===== src/rtl/qpg_pkg.sv =====
// Shared types and constants for the quadrature pulse generator.
package qpg_pkg;

    typedef enum logic [1:0] {
        IDLE = 2'd0,
        RUN  = 2'd1,
        DONE = 2'd2
    } qpg_state_e;

    // {A,B} per phase, packed with phase 0 in the low bits: 00,10,11,01
    localparam logic [7:0] PHASE_AB_LUT = 8'b01_11_10_00;

    localparam logic DIR_CW  = 1'b0;
    localparam logic DIR_CCW = 1'b1;

    localparam int unsigned MIN_PERIOD_DEF = 2;

    function automatic logic [1:0] phase_ab(input logic [1:0] phase);
        return PHASE_AB_LUT[{phase, 1'b0} +: 2];
    endfunction

endpackage


===== src/rtl/us_tick_gen.sv =====
// Free-running divider producing a one-clk pulse every CLK_DIV clocks (1 us timebase).
module us_tick_gen #(
    parameter int unsigned CLK_DIV = 80
) (
    input  logic clk,
    input  logic rst,
    output logic tick_o
);

    localparam int unsigned CNT_W = (CLK_DIV > 1) ? $clog2(CLK_DIV) : 1;
    localparam logic [CNT_W-1:0] CNT_LAST = CNT_W'(CLK_DIV - 1);

    logic [CNT_W-1:0] cnt_q, cnt_d;
    logic             tick_q, tick_d;

    always_comb begin
        cnt_d  = (cnt_q == CNT_LAST) ? '0 : cnt_q + CNT_W'(1);
        tick_d = (cnt_q == CNT_LAST);
    end

    always_ff @(posedge clk) begin
        if (rst) begin
            cnt_q  <= '0;
            tick_q <= 1'b0;
        end else begin
            cnt_q  <= cnt_d;
            tick_q <= tick_d;
        end
    end

    assign tick_o = tick_q;

endmodule


===== src/rtl/quad_pulse_gen.sv =====
// Quadrature A/B/Z generator driven by a signed line count and per-edge period in us.
// Define QPG_ZPULSE_EN to build the line index tracker and the Z index output.
module quad_pulse_gen
    import qpg_pkg::*;
#(
    parameter int unsigned CLK_DIV    = 80,
    parameter int unsigned LINES      = 200,
    parameter int unsigned MIN_PERIOD = MIN_PERIOD_DEF
) (
    input  logic        clk,
    input  logic        rst,
    input  logic        cmd_valid,
    output logic        cmd_ready,
    input  logic [15:0] cmd_steps,
    input  logic [15:0] cmd_period,
    input  logic        abort,
    output logic        busy,
    output logic        done,
    output logic        a_o,
    output logic        b_o,
    output logic        z_o,
    output logic [15:0] pos_o
);

    localparam logic [15:0] MIN_P = 16'(MIN_PERIOD);

    if (LINES < 2 || LINES > 65535) begin : g_bad_lines
        $error("quad_pulse_gen: LINES out of range 2..65535");
    end

    logic tick;

    us_tick_gen #(.CLK_DIV(CLK_DIV)) u_tick (
        .clk    (clk),
        .rst    (rst),
        .tick_o (tick)
    );

    qpg_state_e  state_q, state_d;
    logic [15:0] timer_q, timer_d;
    logic [15:0] period_q, period_d;
    logic [16:0] remaining_q, remaining_d;
    logic        dir_q, dir_d;
    logic [1:0]  phase_q, phase_d;
    logic [15:0] pos_q, pos_d;
    logic        a_q, a_d, b_q, b_d;
    logic        cmd_ready_q, busy_q, done_q;
    logic        cnt_up_c, cnt_dn_c;
    logic [16:0] steps_ext;

    always_comb begin
        state_d     = state_q;
        timer_d     = timer_q;
        period_d    = period_q;
        remaining_d = remaining_q;
        dir_d       = dir_q;
        phase_d     = phase_q;
        pos_d       = pos_q;
        cnt_up_c    = 1'b0;
        cnt_dn_c    = 1'b0;
        steps_ext   = {cmd_steps[15], cmd_steps};

        case (state_q)
            IDLE: begin
                if (cmd_valid) begin
                    // 17-bit magnitude so that -32768 becomes 32768 without overflow
                    dir_d       = cmd_steps[15] ? DIR_CCW : DIR_CW;
                    remaining_d = cmd_steps[15] ? 17'(-steps_ext) : steps_ext;
                    period_d    = (cmd_period < MIN_P) ? MIN_P : cmd_period;
                    timer_d     = '0;
                    state_d     = (cmd_steps == 16'd0) ? DONE : RUN;
                end
            end
            RUN: begin
                if (tick) begin
                    if (timer_q == period_q - 16'd1) begin
                        timer_d = '0;
                        if (dir_q == DIR_CW) begin
                            phase_d  = phase_q + 2'd1;
                            cnt_up_c = (phase_q == 2'd1);
                        end else begin
                            phase_d  = phase_q - 2'd1;
                            cnt_dn_c = (phase_q == 2'd3);
                        end
                        if (cnt_up_c) pos_d = pos_q + 16'd1;
                        if (cnt_dn_c) pos_d = pos_q - 16'd1;
                        // Returning to phase 0 closes a line; abort only honoured here
                        if (phase_d == 2'd0) begin
                            remaining_d = remaining_q - 17'd1;
                            if (remaining_d == 17'd0 || abort) state_d = DONE;
                        end
                    end else begin
                        timer_d = timer_q + 16'd1;
                    end
                end
            end
            DONE:    state_d = IDLE;
            default: state_d = IDLE;
        endcase

        {a_d, b_d} = phase_ab(phase_d);
    end

    always_ff @(posedge clk) begin
        if (rst) begin
            state_q     <= IDLE;
            timer_q     <= '0;
            period_q    <= MIN_P;
            remaining_q <= '0;
            dir_q       <= DIR_CW;
            phase_q     <= 2'd0;
            pos_q       <= '0;
            a_q         <= 1'b0;
            b_q         <= 1'b0;
            cmd_ready_q <= 1'b1;
            busy_q      <= 1'b0;
            done_q      <= 1'b0;
        end else begin
            state_q     <= state_d;
            timer_q     <= timer_d;
            period_q    <= period_d;
            remaining_q <= remaining_d;
            dir_q       <= dir_d;
            phase_q     <= phase_d;
            pos_q       <= pos_d;
            a_q         <= a_d;
            b_q         <= b_d;
            cmd_ready_q <= (state_d == IDLE);
            busy_q      <= (state_d != IDLE);
            done_q      <= (state_d == DONE);
        end
    end

`ifdef QPG_ZPULSE_EN
    localparam logic [15:0] LINE_LAST = 16'(LINES - 1);

    logic [15:0] line_idx_q, line_idx_d;
    logic        z_q, z_d;

    // Line index moves on the same counting edge as pos, so Z rises with that edge
    always_comb begin
        line_idx_d = line_idx_q;
        if (cnt_up_c) line_idx_d = (line_idx_q == LINE_LAST) ? 16'd0 : line_idx_q + 16'd1;
        if (cnt_dn_c) line_idx_d = (line_idx_q == 16'd0) ? LINE_LAST : line_idx_q - 16'd1;
        z_d = (line_idx_d == 16'd0);
    end

    always_ff @(posedge clk) begin
        if (rst) begin
            line_idx_q <= LINE_LAST;
            z_q        <= 1'b0;
        end else begin
            line_idx_q <= line_idx_d;
            z_q        <= z_d;
        end
    end

    assign z_o = z_q;
`else
    assign z_o = 1'b0;
`endif

    assign cmd_ready = cmd_ready_q;
    assign busy      = busy_q;
    assign done      = done_q;
    assign a_o       = a_q;
    assign b_o       = b_q;
    assign pos_o     = pos_q;

endmodule

===== config.mk =====
export PLATFORM = sky130hd
export DESIGN_NAME = quad_pulse_gen
export DESIGN_NICKNAME = d
export VERILOG_FILES = /design/src/rtl/qpg_pkg.sv /design/src/rtl/us_tick_gen.sv /design/src/rtl/quad_pulse_gen.sv
export SDC_FILE = /design/constraint.sdc
export NUM_CORES = 1
export LEC_CHECK = 0
export BUFFER_PORTS_ARGS = -buffer_cell sky130_fd_sc_hd__buf_2
export CAP_MARGIN = 20
export CORE_AREA = 2 2 114 116
export DETAILED_ROUTE_END_ITERATION = 12
export DIE_AREA = 0 0 116 118
export PLACE_DENSITY = 0.74
export RECOVER_POWER = 25
export SYNTH_ARGS = -nofsm -noshare
export SYNTH_HDL_FRONTEND = slang
export SYNTH_SLANG_ARGS = --single-unit

===== constraint.sdc =====
create_clock -name clk -period 5.1 [get_ports clk]
set_input_delay 0 -clock clk [delete_from_list [all_inputs] [get_ports clk]]
set_output_delay 0 -clock clk [all_outputs]
set_load 0.02 [all_outputs]

-- After elaboration in Yosys (flattened, before gate mapping)
Cells that the tools add are included.
- flip-flop bits (word level): 83
- input bits: 36
- output and inout bits: 22
- $add $sub $neg: 9
- magnitude comparators: 1
- equality and inequality tests: 10
- shift-type cells: 1
- mux-type cells: 36
- reductions and logical operators: 14
- operators by type and width (kind ; number):
    two-way mux 16 bit ; 6
    two-way mux 17 bit ; 5
    one-hot mux 17 bit (2 select lines) ; 1
    adder 16 x 1 -> 16 bit (second input constant) ; 2
    one-hot mux 16 bit (2 select lines) ; 1
    subtractor 16 x 1 -> 16 bit (second input constant) ; 2
    two-way mux 2 bit ; 13
    logical NOT 17 bit ; 1
    negation 17 bit ; 1
    subtractor 17 x 1 -> 17 bit (second input constant) ; 1
    equality test 16 bit ; 1
    logical NOT 16 bit ; 1
    less-than comparator 16 x 2 -> 1 bit (second input constant) ; 1
    two-way mux 1 bit ; 9
    variable part select 8 x 4 -> 2 bit (first input constant) ; 1
    adder 7 x 1 -> 7 bit (second input constant) ; 1
    equality test 7 bit (second input constant) ; 1
    logical NOT 2 bit ; 3
    inequality test 2 bit (second input constant) ; 3
    nonzero test 2 bit ; 3
    AND reduction 5 bit ; 1
    equality test 2 x 1 -> 1 bit (second input constant) ; 2
    equality test 2 bit (second input constant) ; 2
    one-hot mux 2 bit (2 select lines) ; 1
    8 further kinds ; 8

-- Longest topological paths before layout
Gate-level depths: netlist of run 1.
- depth after elaboration: 11
- depth in mapped cells: 13
- depth with buffers taken out: 12

-- Modules after synthesis
From an unflattened synthesis of run 1, not the netlist that was laid out.
- cell total of the unflattened synthesis: 705
- area, all modules: 5600.4 um^2
- by module, submodules not included (module ; instances ; cells each ; area an instance (um^2) ; sequential area each (um^2)):
    quad_pulse_gen ; 1 ; 670 ; 5266.3 ; 1481.4
    us_tick_gen ; 1 ; 35 ; 334.1 ; 160.2

-- Worst setup path before layout of run 1
No wires, ideal clock.
- path kind: register -> register
- start: register period_q[0]
- end: register remaining_q[11]
- library setup time: 132 ps
- data arrival time: 2893 ps
- slack: 2075 ps
- stages on the path, launching flop included: 14
- buffers on the path: 3
- period minus slack after synthesis: 3025 ps
- cell sequence: dfxtp_1 -> clkbuf_1 -> inv_1 -> ha_1 -> clkbuf_1 -> o21bai_1 -> o2bb2ai_1 -> a2111oi_4 -> nand3_1 -> or2_1 -> or3_4 -> buf_2 -> nor4_1 -> o32ai_1
- word-level cells in the longest chain between the ends: 4
- ends and longest elaborated chain (what ; line ; text):
    start, declared ; quad_pulse_gen.sv:41 ; logic [15:0] period_q, period_d;
    start signal, assigned ; quad_pulse_gen.sv:121 ; period_q <= period_d;
    subtractor 16 x 1 -> 16 bit ; quad_pulse_gen.sv:76 ; if (timer_q == period_q - 16'd1) begin
    equality test 16 bit ; quad_pulse_gen.sv:76 ;
    inequality test 2 bit (no source line) ; - ;
    AND reduction 5 bit (no source line) ; - ;
    end signal, assigned ; quad_pulse_gen.sv:122 ; remaining_q <= remaining_d;
    end, declared ; quad_pulse_gen.sv:42 ; logic [16:0] remaining_q, remaining_d;
No other way between the ends.
A chain may end at the register's enable or synchronous reset.

-- Worst setup path in the final report of run 1
- start: register state_q[0]
- end: register remaining_q[7]
- word-level cells in the longest chain between the ends: 3
- elaborated cells between the ends (all ways): 9
- ends and longest elaborated chain (what ; line ; text):
    start, declared ; quad_pulse_gen.sv:39 ; qpg_state_e state_q, state_d;
    start signal, assigned ; quad_pulse_gen.sv:119 ; state_q <= state_d;
    equality test 2 x 1 -> 1 bit / logical NOT 2 bit (equally long branches) ; quad_pulse_gen.sv:63 ; case (state_q)
    inequality test 2 bit (no source line) (tied with other cells) ; - ;
    AND reduction 5 bit (no source line) ; - ;
Several ways; a longest one is shown, not always the timed one.

==> results of run 1 <==
worst max path at each step:
| stage | endpoint | slack, ns | cells past startpoint | startpoint |
|---|---|---|---|---|
| after floorplan | remaining_q[11] | 2.08 | 13 | period_q[0] |
| after global placement | pos_o[15] | 1.77 | 12 | phase_q[0] |
| after detailed placement | pos_o[1] | 1.75 | 10 | period_q[0] |
| after CTS | pos_o[15] | 1.73 | 12 | phase_q[0] |
| after global routing | pos_o[14] | 1.37 | 12 | phase_q[0] |
| final | remaining_q[7] | 1.64 | 7 | state_q[0] |
power by group through the flow:
stage	Clock, mW	Combinational, mW	Sequential (mW)
CTS	0.718	0.276	0.694
finish	0.703	0.281	0.696
floorplan	0	0.207	0.698
detailed placement	0	0.264	0.709
global placement	0	0.264	0.708
global route	0.740	0.314	0.699
stage by stage:
step           power, mW  util (%)
2_1_floorplan      0.905         -
6_report            1.68      51.2
4_1_cts             1.69      51.3
3_3_place_gp       0.972      47.4
3_5_place_dp       0.973      47.4
5_1_grt             1.75      51.2
logic make-up after synthesis:
group	share of synthesized area, %
AOI/OAI and AO/OA	20.3
muxes	0.746
and+or+nand+nor	28.7
other	0.0677
adders and majority gates	5.33
buffers and inverters	4.45
xor gates and xnor gates	10.8
DFF	29.7
Yosys cell counts, drive strengths merged, types with 10 or more instances:
master  count
dfxtp      82
a21oi      66
nand2      62
nor2       57
xnor2      42
nand3      39
o21ai      35
clkbuf     31
nor3       29
xor2       26
ha         22
inv        19
nand4      13
nand3b     12
nor4       11
o31ai      10
worst max-delay path: stages, from the launching register on:
cell       delay, ns
dfxtp_1         0.39
or3b_2          0.80
nand2_1         0.41
nand3_1         0.45
or3_1           0.45
or4_1           0.41
a21oi_1         0.17
a2111oi_0       0.09
placed cells by master, fill, tap and decap left out, drive strengths merged, types with 29 or more instances in the layout:
cell type | netlist | layout
dfxtp | 82 | 82
a21oi | 66 | 66
nand2 | 62 | 62
nor2 | 57 | 57
xnor2 | 42 | 42
nand3 | 39 | 39
buf | 9 | 39
o21ai | 35 | 35
clkbuf | 31 | 33
nor3 | 29 | 29
state kept, by name, summed over array words and instances (netlist names):
signal and count:
pos_o 16, state_q 2, u_tick.tick_o 1, dir_q 1, remaining_q 17, timer_q 16, a_o 1, done 1
cmd_ready 1, busy 1, phase_q 2, u_tick.cnt_q 7, period_q 16
metal layers:
layer | part of all wire [%] | GRT usage, % | routed length [um]
met2 | 48 | 34.4 | 6460
met1 | 46 | 26.0 | 6220
met3 | 4.2 | 3.40 | 572
met4 | 1.7 | 6.32 | 235
met5 | 0 | 0 | 0
layout make-up:
| type | count | area [um2] | area share [%] |
|---|---|---|---|
| Multi-Input combinational cell | 562 | 3650 | 57.4 |
| Sequential cell | 82 | 1640 | 25.8 |
| Timing Repair Buffer | 78 | 458 | 7.20 |
| Clock buffer | 11 | 243 | 3.82 |
| Tap cell | 172 | 215 | 3.38 |
| Clock inverter | 5 | 77.6 | 1.22 |
| Inverter | 19 | 71.3 | 1.12 |
==> results.cfg, run 1 <==
[run_status]
status = finished with violations
violations = capacitance limit, slew limit

[clock_network]
cts_tree = done
cts_root_buf = clkbuf_16
post_cts_resize_count = 0
ctsHoldBuffers = 17
clk_latency_ns = 0.34
cts_max_level = 3
clk_path_buf_depth = 2
cts_sinks = 82
cts_setup_buffers = 0
cts_buffers = 9
clk_pin_slew_ns = 0.06

[worst_setup_path]
critPathMaxFanout = 30
cp-end-kind = flip-flop
r2r_end = remaining_q[7]
r2r_cells = 7
arrival_ns = 3.51
critPathKind = reg2reg
required_ns = 5.15
regToRegStartpoint = state_q[0]
startpoint_type = flip-flop
worst-r2r-setup-slack_ns = 1.64

[sta]
finalWorstSetupSlack_ns = 1.64
setup_viol = 0
fin_skew_ns = 0.00682
max_freq_mhz = 289
post-route-period-util_pct = 67.9
whs_ns = 0.0605
fin_tns_setup_ns = 0
rsz0062_at_grt = no
worst_pin_slew_ns = 3.15
drv_slew = 78
final_hold_viol_count = 0
slew_headroom_pct = -110
period_needed_ns = 3.46

[placement]
dpl_cell_area_um2 = 5880
placed_cells = 894
gp_congestion = 0.916
port_buffers = 56
post-dp-hpwl_um = 9220
dp_slack_ns = 1.75

[final_layout]
num_antenna_cells = 0
final_area_um2 = 6360
nNetsFinal = 811
fill_cells = 1242
drive_gt1_share_pct = 10.4
syn_to_final_growth_pct = 14.9
layoutNonFillerInstCount = 929

[power]
cellPowerDensity_nw_per_um2 = 264
internal-power_mw = 1.22
peakVddDrop_v = 0.000172
p_clk_share_pct = 41.9
p_switching_mw = 0.461
power_frac_comb_pct = 16.7
power.leakage_nw = 2.31
p_seq_share_pct = 41.4
sw_frac_of_total_pct = 27.5

[die]
boundaryPins = 58
start_util_pct = 44.6
core_area_um2 = 12400
dieArea_um2 = 13700
die_x_um = 116
die_h_um = 118
rows = 41

[route]
drt-total-wl_um = 13500
drc = 0
via_per_inst = 5.62
vias = 5218
drt_iter0_drc = 255
routedWlPerCell_um = 14.5
firstDrtPassIters = 6
drt.antenna.violating_nets = 0

[logic_synthesis]
async_flop_share_pct = 0
yosysSeqAreaShare_pct = 29.7
synth_edf_count = 0
synth_area_um2 = 5540
ys_warn_count = 0
synth_top_cell_by_area = dfxtp_1
synth_seq_cells = 82
synthCells = 703
synth.area.top_cells = dfxtp_1 (30%), xnor2_1 (6.6%), a21oi_1 (6.0%), ha_1 (5.0%), nand2_1 (4.2%)
syn_avg_cell_area_um2 = 7.87
synth_flop_cell = dfxtp_1
synth_top_area_share_pct = 29.7
synth_nets = 762
yosysUniqueCellTypes = 75

[min_path]
holdPathStages = 3
hp-start = cmd_steps[15]
hold_class = in2reg
whs_endpoint = dir_q

[global_routing]
grt_pass1_wl_um = 22800
antenna_found_initial = 0
grt.overflow.total = 0
grt_pass1_vias = 4903
grt_max_degree = 78
track_usage_pct = 20.3

[run]
maxCapViolations = 1
Power figures use the tool's default switching activity.
==> inputs of run 2 (changes only) <==
- ABC_AREA: default -> 1
- CORE_AREA: 2 2 114 116 -> 2 2 119 121
- DIE_AREA: 0 0 116 118 -> 0 0 121 123
- clock period: 5.1 -> 3.6 ns (I/O delays scaled with it)
==> run 2 against run 1 <==
- the run now ends clean
- via count is 21% higher
- sequential power grew 42%
- synthesized cell count increased by 39%
- count of clock-buffer cells in the layout shrank 1
- hold slack worse by 0.048 ns
- critical endpoint is now pos_o[14]
- largest cell class unchanged
- highest routed layer unchanged
==> results.cfg, run 2 <==
[logic_synthesis]
synthCells = 974
async_flop_share_pct = 0
synth_edf_count = 0
yosysSeqAreaShare_pct = 27.2
yosysMostFrequentCell = nand2_1
synth_commonest_cells = nand2_1 (270), nor2_1 (142), inv_1 (107)
syn_avg_cell_area_um2 = 6.19
synth.area.top_cells = dfxtp_1 (27%), nand2_1 (17%), nor2_1 (8.8%), inv_1 (6.7%), xor2_1 (6.2%)
synth_top_cell_by_area = dfxtp_1
synth_seq_cells = 82
synth_area_um2 = 6030
synth_top_area_share_pct = 27.2
ys_warn_count = 0
synth_nets = 1033
yosysUniqueCellTypes = 43
synth_flop_cell = dfxtp_1

[die]
boundaryPins = 58
die_x_um = 121
dieArea_um2 = 14900
start_util_pct = 44.3
die_h_um = 123
core_area_um2 = 13600
rows = 43

[clock_network]
cts_max_level = 3
cts_setup_buffers = 0
clk_pin_slew_ns = 0.06
cts_tree = done
cts_root_buf = clkbuf_16
clk_latency_ns = 0.34
post_cts_resize_count = 0
cts_sinks = 82
clk_path_buf_depth = 2
cts_buffers = 9

[placement]
post-dp-hpwl_um = 11900
dp_slack_ns = 0.758
port_buffers = 56
gp_congestion = 0.967

[final_layout]
drive_gt1_share_pct = 8.16
largest_register = remaining_q
nNetsFinal = 1096
syn_to_final_growth_pct = 14.8
layout.cells.most_common = nand2_1
num_antenna_cells = 0
largest_register_ffs = 17
most-common-layout-cells = nand2_1 (270), nor2_1 (142), inv_1 (107)

[worst_setup_path]
startpoint_type = flip-flop
critPathKind = reg2reg
regToRegStartpoint = phase_q[0]
arrival_ns = 3.15
r2r_cells = 13
crit_buf_inv = 2
required_ns = 3.87
crit_path_frequent_cell = a21oi_1
cp_slowest_cell = inv_1
critPathMaxFanout = 14
worst-r2r-setup-slack_ns = 0.72
crit_path_max_incr_delay_ns = 0.41
cp-end-kind = flip-flop
critical-path-top-delay-family = compound AO/OA/AOI/OAI gates
cp_cell_sequence = ha_1 -> nand2_1 -> inv_1 -> ha_1 -> a21oi_1 -> o21ai_0 -> a21oi_1 -> inv_1 -> nand3b_1 -> nand2_1 -> xor2_1 -> nand4_1 -> a21oi_1
r2r_end = pos_o[14]

[sta]
drv_slew = 0
finalWorstSetupSlack_ns = 0.715
setup_viol = 0
final_hold_viol_count = 0
worst_pin_slew_ns = 0.716
slew_headroom_pct = 51.8
post-route-period-util_pct = 80.1
max_freq_mhz = 347
period_needed_ns = 2.88
rsz0062_at_grt = no
fin_tns_setup_ns = 0
fin_skew_ns = 0.00594

[route]
drc = 0
drt-total-wl_um = 15900
via_per_inst = 5.17
vias = 6318
drt.antenna.violating_nets = 0
firstDrtPassIters = 5
routedWlPerCell_um = 13.0
drt_iter0_drc = 344

[run_status]
status = finished, final reports clean

[global_routing]
grt_pass1_vias = 5893
track_usage_pct = 22.3
grt_pass1_wl_um = 26700
antenna_found_initial = 0
grt.overflow.total = 0
grt_max_degree = 27

[min_path]
whs_endpoint = period_q[1]
hold_class = in2reg
holdPathStages = 5
hp-start = cmd_period[1]

[power]
cellPowerDensity_nw_per_um2 = 384
peakVddDrop_v = 0.000195
power.leakage_nw = 3.36

[run]
maxCapViolations = 0
[run 2: changes by cell type after synthesis, moves of 17 or more]
cell,previous run,this run
nand2_1,62,270
inv_1,19,107
nor2_1,56,142
xnor2_1,42,6
nand3_1,38,64
nand4_1,13,35
xor2_1,26,43
[run 2: repair_timing]
item,4_1_cts,5_1_grt
endpoints found under the hold margin,14,0
hold buffers,14,0
setup endpoints to repair,0,0
[run 2: worst max-delay path by stage]
| stage | cells past startpoint | endpoint | start |
|---|---|---|---|
| after floorplan | 13 | pos_o[12] | phase_q[1] |
| after global placement | 14 | pos_o[12] | phase_q[0] |
| after detailed placement | 13 | pos_o[12] | phase_q[0] |
| after CTS | 13 | pos_o[12] | phase_q[0] |
| after global routing | 13 | pos_o[14] | phase_q[0] |
| final | 13 | pos_o[14] | phase_q[0] |
[run 2: logic make-up after synthesis]
family	count (synthesis)	synth area share [%]
adder cells (fa/ha/maj)	23	4.90
other	1	0.0622
flip-flops	82	27.2
AND/OR/NAND/NOR	578	42.4
AO/OA/AOI/OAI	104	9.42
buffers and inverters	137	8.92
XOR/XNOR	49	7.12
[run 2: power breakdown]
| part | internal, mW | switching (mW) | total [mW] |
|---|---|---|---|
| sequential | 0.949 | 0.0419 | 0.991 |
| combinational | 0.208 | 0.392 | 0.599 |
| clock | 0.681 | 0.390 | 1.07 |
[run 2: final cells by class]
class / instances / area (um2)
clock buffers: 10 / 229
well taps: 180 / 225
fillers: 1410 / 6690
multi-input cells: 755 / 3850
inverters: 112 / 420
flip-flops and latches: 82 / 1640
clock inverters: 6 / 115
repair buffers: 77 / 443
[run 2: per-stage QoR]
stage	total power, mW	util (%)	instances	hold slack [ns]	area [um2]
finish	2.66	50.9	1222	0.0121	6920
detailed placement	1.59	47.5	1192	0.245	6470
global placement	1.59	47.5	1192	0.245	6470
floorplan	1.45	-	974	0.135	6030
CTS	2.68	51.1	1222	0.000327	6950
global route	2.81	50.9	1222	0.0468	6920
[run 2: metal layers]
| metal | up-vias | share of wire, % | track usage (%) |
|---|---|---|---|
| met5 | - | 0 | 0 |
| met4 | 0 | 1.7 | 6.54 |
| met3 | 24 | 5.1 | 4.57 |
| met2 | 165 | 48 | 40.0 |
| met1 | 2863 | 45 | 26.8 |
| li1 | 3266 | - | - |
[run 2: worst register-to-register path: cells and delay by family (launching register included)]
family,cells,cell delay [ns]
buffers and inverters,2,0.49
xor gates and xnor gates,1,0.13
adders and majority gates,2,0.55
DFF,1,0.40
and+or+nand+nor,4,0.38
AOI/OAI and AO/OA,4,0.86
